`config.mk`:
```
export PLATFORM = sky130hd
export DESIGN_NAME = avalon_mm_mem_tester
export DESIGN_NICKNAME = d
export VERILOG_FILES = /design/src/rtl/avalon_mm_tester_pkg.sv /design/src/rtl/avalon_mm_tester_checker.sv /design/src/rtl/avalon_mm_mem_tester.sv
export SDC_FILE = /design/constraint.sdc
export NUM_CORES = 1
export LEC_CHECK = 0
export ABC_AREA = 1
export BUFFER_PORTS_ARGS = -buffer_cell sky130_fd_sc_hd__buf_2
export CAP_MARGIN = 20
export CORE_MARGIN = 8
export CORE_UTILIZATION = 60
export CTS_BUF_LIST = sky130_fd_sc_hd__clkbuf_4
export DETAILED_ROUTE_END_ITERATION = 12
export GPL_TIMING_DRIVEN = 0
export MAX_ROUTING_LAYER = met4
export PLACE_DENSITY = 0.93
export SYNTH_ARGS = -nofsm -noshare
export SYNTH_HDL_FRONTEND = slang
export SYNTH_HIERARCHICAL = 1
export SYNTH_SLANG_ARGS = --single-unit
```
`constraint.sdc`:
```
create_clock -name clk -period 4.2 [get_ports clk]
set_input_delay 0.63 -clock clk [delete_from_list [all_inputs] [get_ports clk]]
set_output_delay 0.63 -clock clk [all_outputs]
set_load 0.05 [all_outputs]
```
`src/rtl/avalon_mm_tester_pkg.sv`:
```
// Shared definitions for the Avalon-MM memory tester.
//   tester_state_e : run-sequencing states of the tester FSM
//   BYTEEN_ALL     : all-lanes-on byteenable source, sliced to DATA_W/8 by users
//   pat()          : test pattern for word index i, seed + i (truncated by caller)
package avalon_mm_tester_pkg;

   typedef enum logic [2:0] {
      IDLE    = 3'd0,
      WR      = 3'd1,
      RD_REQ  = 3'd2,
      RD_WAIT = 3'd3,
      FIN     = 3'd4
   } tester_state_e;

   // Wide enough for any practical data bus; users take the low DATA_W/8 bits.
   localparam int                       BYTEEN_MAX_W = 128;
   localparam logic [BYTEEN_MAX_W-1:0]  BYTEEN_ALL   = {BYTEEN_MAX_W{1'b1}};

   // Computed at 64 bits; truncating to DATA_W gives the modulo-2^DATA_W pattern.
   function automatic logic [63:0] pat(input logic [63:0] seed, input logic [63:0] idx);
      pat = seed + idx;
   endfunction

endpackage

```
`src/rtl/avalon_mm_tester_checker.sv`:
```
// Read-back checker for the Avalon-MM memory tester.
// Ports:
//   clk, rst_n      : clock, asynchronous active-low reset
//   clear           : accepted start; clears all results
//   arm             : read request accepted; restarts the readdatavalid timeout
//   in_wait         : FSM is waiting for read data
//   rdv, rdata      : readdatavalid / readdata from the slave
//   exp_data        : expected pattern for the current index
//   word_addr       : word address of the current index
//   err_count       : saturating mismatch count (registered)
//   first_err_addr  : word address of the first mismatch (registered)
//   timeout         : sticky timeout flag (registered)
//   mismatch        : this cycle's read data differs from expected
//   timeout_hit     : this cycle is the last allowed wait cycle without data
module avalon_mm_tester_checker
   import avalon_mm_tester_pkg::*;
#(
   parameter int ADDR_W  = 10,
   parameter int DATA_W  = 32,
   parameter int ERR_W   = 16,
   parameter int TIMEOUT = 255
) (
   input  logic              clk,
   input  logic              rst_n,
   input  logic              clear,
   input  logic              arm,
   input  logic              in_wait,
   input  logic              rdv,
   input  logic [DATA_W-1:0] rdata,
   input  logic [DATA_W-1:0] exp_data,
   input  logic [ADDR_W-1:0] word_addr,
   output logic [ERR_W-1:0]  err_count,
   output logic [ADDR_W-1:0] first_err_addr,
   output logic              timeout,
   output logic              mismatch,
   output logic              timeout_hit
);

   localparam int               TMO_W    = (TIMEOUT > 1) ? $clog2(TIMEOUT) : 1;
   localparam logic [TMO_W-1:0] TMO_LAST = TMO_W'(TIMEOUT - 1);
   localparam logic [ERR_W-1:0] ERR_MAX  = {ERR_W{1'b1}};
   localparam logic [TMO_W-1:0] TMO_ONE  = {{(TMO_W-1){1'b0}}, 1'b1};

   logic [ERR_W-1:0]  err_count_r;
   logic [ADDR_W-1:0] first_err_addr_r;
   logic              timeout_r;
   logic [TMO_W-1:0]  tmo_cnt_r;

   // Classify the current wait cycle: data compare or timeout expiry.
   always_comb begin
      mismatch    = 1'b0;
      timeout_hit = 1'b0;
      if (in_wait && rdv) begin
         mismatch = (rdata != exp_data);
      end else if (in_wait) begin
         // The counter reaches TIMEOUT-1 on the TIMEOUT-th cycle without data.
         timeout_hit = (tmo_cnt_r == TMO_LAST);
      end else begin
         mismatch    = 1'b0;
         timeout_hit = 1'b0;
      end
   end

   // Result registers and readdatavalid wait counter.
   always_ff @(posedge clk or negedge rst_n) begin
      if (!rst_n) begin
         err_count_r      <= {ERR_W{1'b0}};
         first_err_addr_r <= {ADDR_W{1'b0}};
         timeout_r        <= 1'b0;
         tmo_cnt_r        <= {TMO_W{1'b0}};
      end else if (clear) begin
         err_count_r      <= {ERR_W{1'b0}};
         first_err_addr_r <= {ADDR_W{1'b0}};
         timeout_r        <= 1'b0;
         tmo_cnt_r        <= {TMO_W{1'b0}};
      end else begin
         if (arm) begin
            tmo_cnt_r <= {TMO_W{1'b0}};
         end else if (in_wait && !rdv && !timeout_hit) begin
            tmo_cnt_r <= tmo_cnt_r + TMO_ONE;
         end else begin
            tmo_cnt_r <= tmo_cnt_r;
         end
         if (mismatch) begin
            // A zero count means no earlier mismatch, since the counter saturates.
            if (err_count_r == {ERR_W{1'b0}}) begin
               first_err_addr_r <= word_addr;
            end else begin
               first_err_addr_r <= first_err_addr_r;
            end
            if (err_count_r != ERR_MAX) begin
               err_count_r <= err_count_r + {{(ERR_W-1){1'b0}}, 1'b1};
            end else begin
               err_count_r <= err_count_r;
            end
         end else begin
            err_count_r      <= err_count_r;
            first_err_addr_r <= first_err_addr_r;
         end
         if (timeout_hit) begin
            timeout_r <= 1'b1;
         end else begin
            timeout_r <= timeout_r;
         end
      end
   end

   assign err_count      = err_count_r;
   assign first_err_addr = first_err_addr_r;
   assign timeout        = timeout_r;

endmodule

```
`src/rtl/avalon_mm_mem_tester.sv`:
```
// Avalon-MM memory self-test master: writes seed+i to a word region, reads it
// back one word at a time and reports mismatches and read timeouts.
// Ports:
//   clk, reset_n                : clock, asynchronous active-low reset
//   start, base_addr, num_words, seed : run request and parameters (latched in IDLE)
//   busy, done, pass, timeout   : run status
//   err_count, first_err_addr   : mismatch results
//   avm_*                       : Avalon-MM master port (byte addressed, word aligned)
module avalon_mm_mem_tester
   import avalon_mm_tester_pkg::*;
#(
   parameter int ADDR_W  = 10,
   parameter int DATA_W  = 32,
   parameter int ERR_W   = 16,
   parameter int TIMEOUT = 255
) (
   input  logic                clk,
   input  logic                reset_n,
   input  logic                start,
   input  logic [ADDR_W-1:0]   base_addr,
   input  logic [ADDR_W:0]     num_words,
   input  logic [DATA_W-1:0]   seed,
   output logic                busy,
   output logic                done,
   output logic                pass,
   output logic                timeout,
   output logic [ERR_W-1:0]    err_count,
   output logic [ADDR_W-1:0]   first_err_addr,
   output logic [ADDR_W+1:0]   avm_address,
   output logic                avm_read,
   output logic                avm_write,
   output logic [DATA_W-1:0]   avm_writedata,
   output logic [DATA_W/8-1:0] avm_byteenable,
   input  logic                avm_waitrequest,
   input  logic [DATA_W-1:0]   avm_readdata,
   input  logic                avm_readdatavalid
);

   localparam logic [ADDR_W:0] IDX_ZERO = {(ADDR_W+1){1'b0}};
   localparam logic [ADDR_W:0] IDX_ONE  = {{ADDR_W{1'b0}}, 1'b1};

   tester_state_e     state_r, state_nxt_s;
   logic [ADDR_W:0]   idx_r, idx_nxt_s, idx_inc_s;
   logic [ADDR_W-1:0] base_r, base_nxt_s;
   logic [ADDR_W:0]   num_r, num_nxt_s;
   logic [DATA_W-1:0] seed_r, seed_nxt_s;
   logic              busy_r, busy_nxt_s;
   logic              done_r, done_nxt_s;
   logic              pass_r, pass_nxt_s;
   logic [ADDR_W+1:0] avm_address_r, addr_nxt_s;
   logic              avm_read_r, rd_nxt_s;
   logic              avm_write_r, wr_nxt_s;
   logic [DATA_W-1:0] avm_writedata_r, data_nxt_s;
   logic [ADDR_W-1:0] word_cur_s, word_inc_s;
   logic [DATA_W-1:0] pat_cur_s, pat_inc_s;
   logic              last_s;
   logic              clear_s, arm_s, in_wait_s;
   logic              mismatch_s, timeout_hit_s;

   // Addresses and patterns for the current and the following index.
   always_comb begin
      idx_inc_s  = idx_r + IDX_ONE;
      last_s     = (idx_inc_s == num_r);
      word_cur_s = base_r + idx_r[ADDR_W-1:0];
      word_inc_s = base_r + idx_inc_s[ADDR_W-1:0];
      pat_cur_s  = DATA_W'(pat(64'(seed_r), 64'(idx_r)));
      pat_inc_s  = DATA_W'(pat(64'(seed_r), 64'(idx_inc_s)));
      in_wait_s  = (state_r == RD_WAIT);
   end

   // Next-state and next-output logic; bus outputs are registered so the
   // next request is prepared here to keep writes back-to-back.
   always_comb begin
      state_nxt_s = state_r;
      idx_nxt_s   = idx_r;
      base_nxt_s  = base_r;
      num_nxt_s   = num_r;
      seed_nxt_s  = seed_r;
      addr_nxt_s  = avm_address_r;
      data_nxt_s  = avm_writedata_r;
      wr_nxt_s    = avm_write_r;
      rd_nxt_s    = avm_read_r;
      pass_nxt_s  = pass_r;
      clear_s     = 1'b0;
      arm_s       = 1'b0;
      case (state_r)
         IDLE: begin
            if (start) begin
               clear_s = 1'b1;
               if (num_words == IDX_ZERO) begin
                  state_nxt_s = FIN;
                  pass_nxt_s  = 1'b1;
               end else begin
                  state_nxt_s = WR;
                  pass_nxt_s  = 1'b0;
                  base_nxt_s  = base_addr;
                  num_nxt_s   = num_words;
                  seed_nxt_s  = seed;
                  idx_nxt_s   = IDX_ZERO;
                  addr_nxt_s  = {base_addr, 2'b00};
                  data_nxt_s  = seed;
                  wr_nxt_s    = 1'b1;
               end
            end else begin
               state_nxt_s = IDLE;
            end
         end
         WR: begin
            if (!avm_waitrequest) begin
               if (last_s) begin
                  state_nxt_s = RD_REQ;
                  idx_nxt_s   = IDX_ZERO;
                  addr_nxt_s  = {base_r, 2'b00};
                  wr_nxt_s    = 1'b0;
                  rd_nxt_s    = 1'b1;
               end else begin
                  idx_nxt_s   = idx_inc_s;
                  addr_nxt_s  = {word_inc_s, 2'b00};
                  data_nxt_s  = pat_inc_s;
               end
            end else begin
               state_nxt_s = WR;
            end
         end
         RD_REQ: begin
            if (!avm_waitrequest) begin
               state_nxt_s = RD_WAIT;
               rd_nxt_s    = 1'b0;
               arm_s       = 1'b1;
            end else begin
               state_nxt_s = RD_REQ;
            end
         end
         RD_WAIT: begin
            if (avm_readdatavalid) begin
               if (last_s) begin
                  state_nxt_s = FIN;
                  // err_count has not yet absorbed this cycle's compare.
                  pass_nxt_s  = (err_count == {ERR_W{1'b0}}) && !mismatch_s;
               end else begin
                  state_nxt_s = RD_REQ;
                  idx_nxt_s   = idx_inc_s;
                  addr_nxt_s  = {word_inc_s, 2'b00};
                  rd_nxt_s    = 1'b1;
               end
            end else if (timeout_hit_s) begin
               state_nxt_s = FIN;
               pass_nxt_s  = 1'b0;
            end else begin
               state_nxt_s = RD_WAIT;
            end
         end
         FIN: begin
            state_nxt_s = IDLE;
         end
         default: begin
            state_nxt_s = IDLE;
            wr_nxt_s    = 1'b0;
            rd_nxt_s    = 1'b0;
         end
      endcase
      done_nxt_s = (state_nxt_s == FIN);
      busy_nxt_s = (state_nxt_s == WR) || (state_nxt_s == RD_REQ) || (state_nxt_s == RD_WAIT);
   end

   // State and registered outputs.
   always_ff @(posedge clk or negedge reset_n) begin
      if (!reset_n) begin
         state_r         <= IDLE;
         idx_r           <= IDX_ZERO;
         base_r          <= {ADDR_W{1'b0}};
         num_r           <= IDX_ZERO;
         seed_r          <= {DATA_W{1'b0}};
         busy_r          <= 1'b0;
         done_r          <= 1'b0;
         pass_r          <= 1'b0;
         avm_address_r   <= {(ADDR_W+2){1'b0}};
         avm_read_r      <= 1'b0;
         avm_write_r     <= 1'b0;
         avm_writedata_r <= {DATA_W{1'b0}};
      end else begin
         state_r         <= state_nxt_s;
         idx_r           <= idx_nxt_s;
         base_r          <= base_nxt_s;
         num_r           <= num_nxt_s;
         seed_r          <= seed_nxt_s;
         busy_r          <= busy_nxt_s;
         done_r          <= done_nxt_s;
         pass_r          <= pass_nxt_s;
         avm_address_r   <= addr_nxt_s;
         avm_read_r      <= rd_nxt_s;
         avm_write_r     <= wr_nxt_s;
         avm_writedata_r <= data_nxt_s;
      end
   end

   avalon_mm_tester_checker #(
      .ADDR_W  (ADDR_W),
      .DATA_W  (DATA_W),
      .ERR_W   (ERR_W),
      .TIMEOUT (TIMEOUT)
   ) u_checker (
      .clk            (clk),
      .rst_n          (reset_n),
      .clear          (clear_s),
      .arm            (arm_s),
      .in_wait        (in_wait_s),
      .rdv            (avm_readdatavalid),
      .rdata          (avm_readdata),
      .exp_data       (pat_cur_s),
      .word_addr      (word_cur_s),
      .err_count      (err_count),
      .first_err_addr (first_err_addr),
      .timeout        (timeout),
      .mismatch       (mismatch_s),
      .timeout_hit    (timeout_hit_s)
   );

   assign busy           = busy_r;
   assign done           = done_r;
   assign pass           = pass_r;
   assign avm_address    = avm_address_r;
   assign avm_read       = avm_read_r;
   assign avm_write      = avm_write_r;
   assign avm_writedata  = avm_writedata_r;
   assign avm_byteenable = BYTEEN_ALL[DATA_W/8-1:0];

endmodule
```
* Word level (Yosys, flattened, before mapping)
Cells that the tools add are included.
** Storage, ports and cells
- Bits in registers :: 151
- Bits of input ports :: 90
- Word-level logic and storage cells :: 141
** Cells by class
- Add/subtract/negate cells :: 7
- Equality and inequality tests :: 22
- Multiplexer cells :: 63
- Bitwise gates (word level) :: 3
- Reductions and logical operators :: 30
** Operators with widths (count)
- 32-bit 2-to-1 mux :: 4
- 12-bit 2-to-1 mux :: 6
- 11-bit 2-to-1 mux :: 6
- 32-bit by 11-bit adder with 32-bit output :: 2
- 32-bit one-hot mux with 2 select lines :: 1
- 16-bit 2-to-1 mux :: 3
- 12-bit one-hot mux with 3 select lines :: 1
- 11-bit one-hot mux with 3 select lines :: 1
- 32-bit inequality test :: 1
- 10-bit 2-to-1 mux :: 3
- 1-bit 2-to-1 mux :: 24
- 8-bit 2-to-1 mux :: 3
- 3-bit 2-to-1 mux :: 7
- 10-bit adder :: 2
- 16-bit by 1-bit adder with 16-bit output (second input constant) :: 1
- 16-bit zero test :: 1
- 16-bit inequality test (second input constant) :: 1
- 2-bit inequality test (second input constant) :: 8
- 3-bit by 2-bit equality test with 1-bit output (second input constant) :: 4
- 3-bit one-hot mux with 4 select lines :: 1
- 6-bit AND reduction :: 2
- 2-bit nonzero test :: 6
- 11-bit by 1-bit adder with 11-bit output (second input constant) :: 1
- 11-bit equality test :: 1
- other kinds (21) :: 35

* Longest topological paths before layout
Gate-level depths: netlist of run 1.
- Word-level depth :: 9
- Depth in mapped cells :: 28

* Hierarchy
The synthesis of run 1 kept the hierarchy.
** Modules (own cells, without submodules)
- avalon_mm_mem_tester :: times used 1, cells an instance 1236, area each 8603.3 sq um
- avalon_mm_tester_checker :: times used 1, cells an instance 378, area each 2506.2 sq um

* Least setup slack after synthesis of run 1
No wires, ideal clock.
- Path kind :: register to register
- From :: reg idx_r[0]
- To :: reg u_checker.err_count_r[13] (netlist: u_checker/err_count[13])
- Arrival :: 3.173 ns
- Required time :: 4.080 ns
- Setup slack :: 0.907 ns
- Cell stages (with the launch flop) :: 22
- Period minus slack after synthesis :: 3.293 ns
- Cell sequence :: dfrtp_1 ha_1 inv_1 fa_1 o21ai_0 nand3_1 o2111ai_1 nand2_1 nor2_1 nand2_1 xor2_1 xnor2_1 nand2_1 nor2_1 nand2_1 nor2_1 nand2_1 nand2_1 nand2_1 clkbuf_1 nand3_1 nand2_1
** On the way
- Cells in the longest elaborated chain, start to end :: 5
** Ends and longest elaborated chain
- start: declaration :: line avalon_mm_mem_tester.sv:43 : logic [ADDR_W:0] idx_r, idx_nxt_s, idx_inc_s;
- start signal: assignment :: line avalon_mm_mem_tester.sv:183 : idx_r <= idx_nxt_s;
- 32-bit by 11-bit adder with 32-bit output :: line avalon_mm_tester_pkg.sv:21 : pat = seed + idx;
- net pat_cur_s[22] :: line avalon_mm_mem_tester.sv:55 : logic [DATA_W-1:0] pat_cur_s, pat_inc_s;
- 32-bit inequality test :: line avalon_mm_tester_checker.sv:54 : mismatch = (rdata != exp_data);
- 1-bit 2-to-1 mux :: line avalon_mm_tester_checker.sv:53 : if (in_wait && rdv) begin
- 2-bit nonzero test (no line)
- 2-bit AND reduction (no line)
- end signal: assignment :: line avalon_mm_tester_checker.sv:67 : err_count_r <= {ERR_W{1'b0}};
- end signal: assignment :: line avalon_mm_tester_checker.sv:72 : err_count_r <= {ERR_W{1'b0}};
- end signal: assignment :: line avalon_mm_tester_checker.sv:92 : err_count_r <= err_count_r + {{(ERR_W-1){1'b0}}, 1'b1};
- end: declaration :: line avalon_mm_tester_checker.sv:44 : logic [ERR_W-1:0] err_count_r;
The timed path passes the listed nets, and every way through them passes these cells.
A chain may end at the register's enable or synchronous reset.

* Worst setup path after layout of run 1
- From :: reg idx_r[1]
- To :: reg u_checker.err_count_r[1] (netlist: u_checker/err_count[1])
Same word-level chain as after synthesis.

==> results of run 1 <==
## where the power goes
part	leakage (nW)	internal, W	switching, W
combinational	4.78	0.00194	0.00416
sequential	1.83	0.00201	0.000545
clock	0.159	0.000368	0.000609
## repair_timing
item,CTS,global route
endpoints found under the hold margin,15,0
hold buffers,1,0
resized for setup,4,8
buffers inserted,0,2
endpoints found under the setup margin,21,27
## flip-flops by register name, indices dropped and copies added (netlist names)
name	count
avm_address	10
avm_read	1
avm_write	1
avm_writedata	32
base_r	10
busy	1
done	1
idx_r	11
num_r	11
pass	1
seed_r	32
state_r	3
u_checker/err_count	16
u_checker/first_err_addr	10
u_checker/timeout	1
u_checker/tmo_cnt_r	8
## cells in the final DEF (no fill, tap or decap), types with 4 or more instances in the layout
cell type | netlist | layout
nand2_1 | 468 | 468
nand3_1 | 187 | 187
inv_1 | 183 | 183
buf_2 | 11 | 174
dfrtp_1 | 149 | 146
nor2_1 | 127 | 125
a21oi_1 | 90 | 88
o21ai_0 | 83 | 82
ha_1 | 45 | 45
xor2_1 | 41 | 41
xnor2_1 | 38 | 38
clkbuf_1 | 22 | 21
clkbuf_4 | 0 | 17
nand4_1 | 16 | 16
nor3_1 | 14 | 14
nor2_2 | 11 | 13
nor4_1 | 13 | 13
o21ai_1 | 11 | 12
buf_4 | 9 | 11
nand2_2 | 9 | 9
or2_2 | 9 | 9
mux2_2 | 8 | 8
buf_6 | 5 | 6
mux2i_1 | 6 | 6
conb_1 | 2 | 6
inv_6 | 0 | 6
nor2_4 | 5 | 5
nand3b_1 | 5 | 5
o21bai_1 | 5 | 5
buf_1 | 5 | 5
o21a_1 | 4 | 4
o22ai_1 | 4 | 4
fa_1 | 4 | 4
clkinv_4 | 0 | 4
## per-layer routing
metal	track usage, %	share of wire, %	vias to the layer above
met5	-	0	-
li1	-	-	5596
met3	5.73	11	110
met1	41.6	42	5478
met2	46.6	43	721
met4	10.5	3.3	0
## area by class of cell
type | instances | area share [%]
Sequential cell | 149 | 29.6
Inverter | 186 | 5.54
Clock inverter | 15 | 1.32
Multi-Input combinational cell | 1231 | 51.1
Timing Repair Buffer | 167 | 6.93
Tap cell | 229 | 2.27
Buffer | 52 | 2.23
Antenna cell | 3 | 0.0595
Clock buffer | 17 | 1.01
## critical path, stage by stage (launching register included)
cell       delay (ns)
dfrtp_2          0.49
inv_1            0.16
fa_1             0.50
o21ai_1          0.23
nand3_1          0.13
o2111ai_2        0.22
nand2_1          0.12
nor2_2           0.23
nand2_1          0.10
xor2_1           0.28
xnor2_1          0.15
nand2_1          0.09
nor2_1           0.14
nand2_1          0.07
nor2_1           0.14
nand2_1          0.13
nand2_1          0.10
nand2_1          0.23
buf_2            0.29
nand3_1          0.10
nand2_1          0.05
## worst max path at each step
stage              from  slack, ns  cells after the start                       to
4_1_cts        idx_r[0]       0.05                     21   u_checker/err_count[1]
3_5_place_dp   idx_r[0]      -0.22                     21   u_checker/err_count[1]
6_report       idx_r[1]       0.16                     20   u_checker/err_count[1]
5_1_grt        idx_r[2]       0.01                     27                     pass
2_1_floorplan  idx_r[0]       0.91                     21  u_checker/err_count[13]
3_3_place_gp   idx_r[1]      -0.11                     20   u_checker/err_count[1]
## through the flow
| stage | power [W] | hold WS [ns] | TNS [ns] |
|---|---|---|---|
| 6_report | 0.00962 | 0.283 | 0 |
| 2_1_floorplan | 0.00687 | 0.334 | 0 |
| 3_5_place_dp | 0.00845 | 0.457 | -2.40 |
| 3_3_place_gp | 0.00828 | 0.451 | -1.10 |
| 4_1_cts | 0.00946 | 0.265 | 0 |
| 5_1_grt | 0.0103 | 0.285 | 0 |
## cells by family (layout without fill, tap and decap cells)
family | Yosys count | count (layout) | synth area share [%]
multiplexers | 14 | 14 | 1.35
flip-flops | 149 | 149 | 33.6
AND/OR/NAND/NOR | 873 | 873 | 34.2
other | 2 | 9 | 0.0676
AO/OA/AOI/OAI | 210 | 210 | 10.0
buffers and inverters | 238 | 437 | 8.82
XOR/XNOR | 79 | 79 | 6.23
adder cells (fa/ha/maj) | 49 | 49 | 5.79
==> flow_metrics.env, run 1 <==
export IMPL_status="complete, no violations"
export IMPL_slew_headroom_pct=40.8
export IMPL_wire_per_inst_um=17.4
export IMPL_vias_per_cell=5.81
export IMPL_place_gp_congestion=1.00
export IMPL_start_kind="flop"
export IMPL_remaining_drc_errors=0
export IMPL_placed_area_mm2=0.0123
export IMPL_holdPathEnd="num_r[2]"
export IMPL_required_ns=4.70
export IMPL_post_dp_hpwl_mm=27.7
export IMPL_final_area_mm2=0.0126
export IMPL_period_share_pct=96.1
export IMPL_grt_start_max_net_pins=98
export IMPL_overflow=0
export IMPL_worstPathMaxFanout=10
export IMPL_yosys_area_top_type="dfrtp_1"
export IMPL_die_y_um=152
export IMPL_core_area_mm2=0.0181
export IMPL_yosys_warnings=6
export IMPL_power_density_mw_per_mm2=762
export IMPL_insertion_delay_ns=0.59
export IMPL_synth_area_leaders="dfrtp_1 (34%), nand2_1 (16%), nand3_1 (8.4%)"
export IMPL_slew_violations=0
export IMPL_n_fill_cell=1478
export IMPL_crit_arrival_ns=4.53
export IMPL_synth_seq_cells=149
export IMPL_min_path_type="in -> reg"
export IMPL_fmax_mhz=248
export IMPL_cts_buffers=17
export IMPL_fin_ws_ns=0.165
export IMPL_ios=170
export IMPL_route_antenna_remaining_nets=0
export IMPL_antenna_found_initial=1
export IMPL_worst_setup_path_end_kind="flop"
export IMPL_clkTransAtPathRegs_ns=0.15
export IMPL_r2r_slack_ns=0.16
export IMPL_p_leak_nw=6.76
export IMPL_cts_tree="built"
export IMPL_io_buffer_count=163
export IMPL_syn2layout_area_growth_pct=13.6
export IMPL_rsz0062_at_grt="false"
export IMPL_htree_levels=4
export IMPL_synth_edf_count=0
export IMPL_seq_area_frac_synth_pct=33.6
export IMPL_rr_startpoint="idx_r[1]"
export IMPL_hold_violations=0
export IMPL_syn_area_mm2=0.0111
export IMPL_root_buffer="clkbuf_4"
export IMPL_drive_above_1_share_pct=15.5
export IMPL_finalNonFillerCells=2049
export IMPL_nets=1943
export IMPL_start_util_pct=61.4
export IMPL_utilization_pct=69.8
export IMPL_syn_inst=1614
export IMPL_grt_pass1_vias=11000
export IMPL_cts_sinks=149
export IMPL_cts_buffer_depth=2
export IMPL_setup_viol=0
export IMPL_synthArstFlopShare_pct=100
export IMPL_grt_pass1_wl_mm=56.8
export IMPL_synth_top_area_share_pct=33.6
export IMPL_r2r_end="u_checker/err_count[1]"
export IMPL_dieWidth_um=152
export IMPL_placed_cells=2011
export IMPL_dieArea_mm2=0.0231
export IMPL_firstDrtPassIters=6
export IMPL_synth_commonest_cells="nand2_1 (468), nand3_1 (187), inv_1 (183)"
export IMPL_multi_input_area_mm2=0.00644
export IMPL_dpl_worst_slack_ns=-0.224
export IMPL_hp_start="num_words[2]"
export IMPL_dr_total_vias=11900
export IMPL_reg2reg_depth=20
export IMPL_min_path_cells=2
export IMPL_synth_ff_type="dfrtp_1"
export IMPL_min_period_ns=4.04
export IMPL_drt_iter0_drc=1339
export IMPL_rows=49
export IMPL_track_usage_pct=31.1
export IMPL_finClkSkew_ns=0.0250
export IMPL_max_vdd_ir_drop_mv=0.551
export IMPL_cap_violations=0
export IMPL_drt_wl_total_mm=35.7
export IMPL_syn_avg_cell_area_um2=6.88
export IMPL_tightest_slew_ns=0.880
export IMPL_yosysMostFrequentCell="nand2_1"
export IMPL_ff_latch_area_mm2=0.00373
export IMPL_ys_types=46
export IMPL_critPathKind="reg -> reg"
(Power assumes the default switching activity.)
==> inputs of run 2 (changes only) <==
clock period = 4.59 ns   (was 4.2 ns; I/O delays follow)
==> run 2 against run 1 <==
Net effect:
- first-iteration DRC count is 4.3% higher
- utilization is 0.30 points lower
- sequential cell count stayed put
- non-clock buffer count is 3 lower
- total power is 9.0% lower
- clock power is 8.6% lower
- via count is 1.3% lower
- sequential share of layout area is 0.11 points higher
- sequential power is 8.2% lower
- fmax is 7.3% lower
- clock skew is 0.0019 ns higher
- largest power group unchanged
- highest routed layer unchanged
==> flow_metrics.env, run 2 (synthesis results as in run 1) <==
export IMPL_finClkSkew_ns=0.0269
export IMPL_cts_buffer_depth=2
export IMPL_dieWidth_um=152
export IMPL_grt_pass1_vias=11000
export IMPL_worst_setup_path_end_kind="flop"
export IMPL_tightest_slew_ns=0.887
export IMPL_syn2layout_area_growth_pct=13.1
export IMPL_status="complete, no violations"
export IMPL_insertion_delay_ns=0.59
export IMPL_crit_arrival_ns=4.84
export IMPL_post_dp_hpwl_mm=27.7
export IMPL_required_ns=5.08
export IMPL_hold_violations=0
export IMPL_mostFrequentLayoutCells="nand2_1 (468), nand3_1 (187), inv_1 (183), buf_2 (173), dfrtp_1 (148)"
export IMPL_vias_per_cell=5.75
export IMPL_rr_startpoint="idx_r[1]"
export IMPL_start_kind="flop"
export IMPL_cap_violations=0
export IMPL_wire_per_inst_um=17.3
export IMPL_cts_hold_buffers=0
export IMPL_io_buffer_count=163
export IMPL_period_share_pct=94.8
export IMPL_power_density_mw_per_mm2=697
export IMPL_firstDrtPassIters=6
export IMPL_layout_commonest_cell="nand2_1"
export IMPL_p_leak_nw=6.75
export IMPL_cts_tree="built"
export IMPL_clkTransAtPathRegs_ns=0.16
export IMPL_cts_resized=0
export IMPL_tns_ns=0
export IMPL_critPathKind="reg -> reg"
export IMPL_fmax_mhz=230
export IMPL_place_gp_congestion=1.00
export IMPL_remaining_drc_errors=0
export IMPL_die_y_um=152
export IMPL_overflow=0
export IMPL_multi_input_area_mm2=0.00642
export IMPL_reg2reg_depth=20
export IMPL_worstPathMaxFanout=10
export IMPL_rows=49
export IMPL_ios=170
export IMPL_min_period_ns=4.35
export IMPL_cts_buffers=17
export IMPL_min_path_type="in -> async"
export IMPL_r2r_slack_ns=0.24
export IMPL_cts_sinks=149
export IMPL_core_area_mm2=0.0181
export IMPL_route_antenna_remaining_nets=0
export IMPL_grt_pass1_wl_mm=56.7
export IMPL_dieArea_mm2=0.0231
export IMPL_root_buffer="clkbuf_4"
export IMPL_antenna_found_initial=1
export IMPL_drt_iter0_drc=1397
export IMPL_ff_latch_area_mm2=0.00373
export IMPL_slew_headroom_pct=40.4
export IMPL_track_usage_pct=31.0
export IMPL_htree_levels=4
export IMPL_start_util_pct=61.4
export IMPL_setup_viol=0
export IMPL_drt_wl_total_mm=35.4
export IMPL_nets=1940
export IMPL_max_vdd_ir_drop_mv=0.504
export IMPL_dr_total_vias=11800
export IMPL_grt_start_max_net_pins=98
export IMPL_slew_violations=0
export IMPL_post_cts_buffers=0
export IMPL_r2r_end="u_checker/err_count[3]"
export IMPL_rsz0062_at_grt="false"
export IMPL_holdWs_ns=0.0273
export IMPL_drive_above_1_share_pct=15.0
export IMPL_n_fill_cell=1485
## run 2: changes by cell type in the layout (fill, tap and decap cells not counted), sizes merged
| cell | change |
|---|---|
| buf | -3 |
| diode | -2 |
| clkbuf | +1 |
| dlygate4sd3 | -1 |
## run 2: worst max-delay path, cell delays in order, from the launching register on
cell and delay, ns:
dfrtp_1 0.55, inv_1 0.20, fa_1 0.51, o21ai_0 0.31, nand3_1 0.15, o2111ai_2 0.22, nand2_1 0.10, nor2_1 0.29
nand2_1 0.11, xor2_1 0.27, xnor2_1 0.15, nand2_1 0.09, nor2_1 0.14, nand2_1 0.07, nor2_1 0.13, nand2_1 0.13
nand2_1 0.10, nand2_1 0.23, clkbuf_1 0.32, nand3_1 0.15, nand2_1 0.06
## run 2: worst max path at each step
stage / slack, ns / startpoint / endpoint
floorplan: 1.30 / idx_r[0] / u_checker/err_count[13]
global placement: 0.28 / idx_r[1] / u_checker/err_count[1]
detailed placement: 0.17 / idx_r[0] / u_checker/err_count[1]
CTS: 0.17 / idx_r[0] / u_checker/err_count[1]
global route: 0.03 / idx_r[1] / u_checker/err_count[13]
finish: 0.24 / idx_r[1] / u_checker/err_count[3]
## run 2: metal layers
metal	wire (µm)	vias to the layer above	track usage, %
met3	4010	83	6.15
met4	1020	0	10.5
li1	-	5583	-
met2	15400	685	46.4
met1	15000	5403	41.4
met5	0	-	-
## run 2: cell type report
cell class | instances | share of cell area (%)
Multi-Input combinational cell | 1231 | 51.1
Sequential cell | 149 | 29.7
Timing Repair Buffer | 164 | 6.76
Inverter | 186 | 5.57
Tap cell | 229 | 2.28
Buffer | 52 | 2.23
Clock inverter | 15 | 1.32
Clock buffer | 17 | 1.02
Antenna cell | 1 | 0.0199
## run 2: metrics by stage
stage	util, %	cell area, µm²	setup slack, ns	total power (W)	instances
floorplan	-	11100	1.30	0.00629	1618
global placement	67.6	12200	0.281	0.00758	2010
detailed placement	67.8	12300	0.166	0.00774	2011
CTS	69.4	12600	0.172	0.00865	2043
global route	69.5	12600	0.0335	0.00941	2044
finish	69.5	12600	0.239	0.00876	2044
## run 2: where the power goes
part / internal (W) / total (W) / switching, W / leakage, nW
Sequential: 0.00183 / 0.00234 / 0.000507 / 1.83
Combinational: 0.00176 / 0.00552 / 0.00377 / 4.76
Clock: 0.000337 / 0.000893 / 0.000556 / 0.159
Total: 0.00393 / 0.00876 / 0.00483 / 6.75
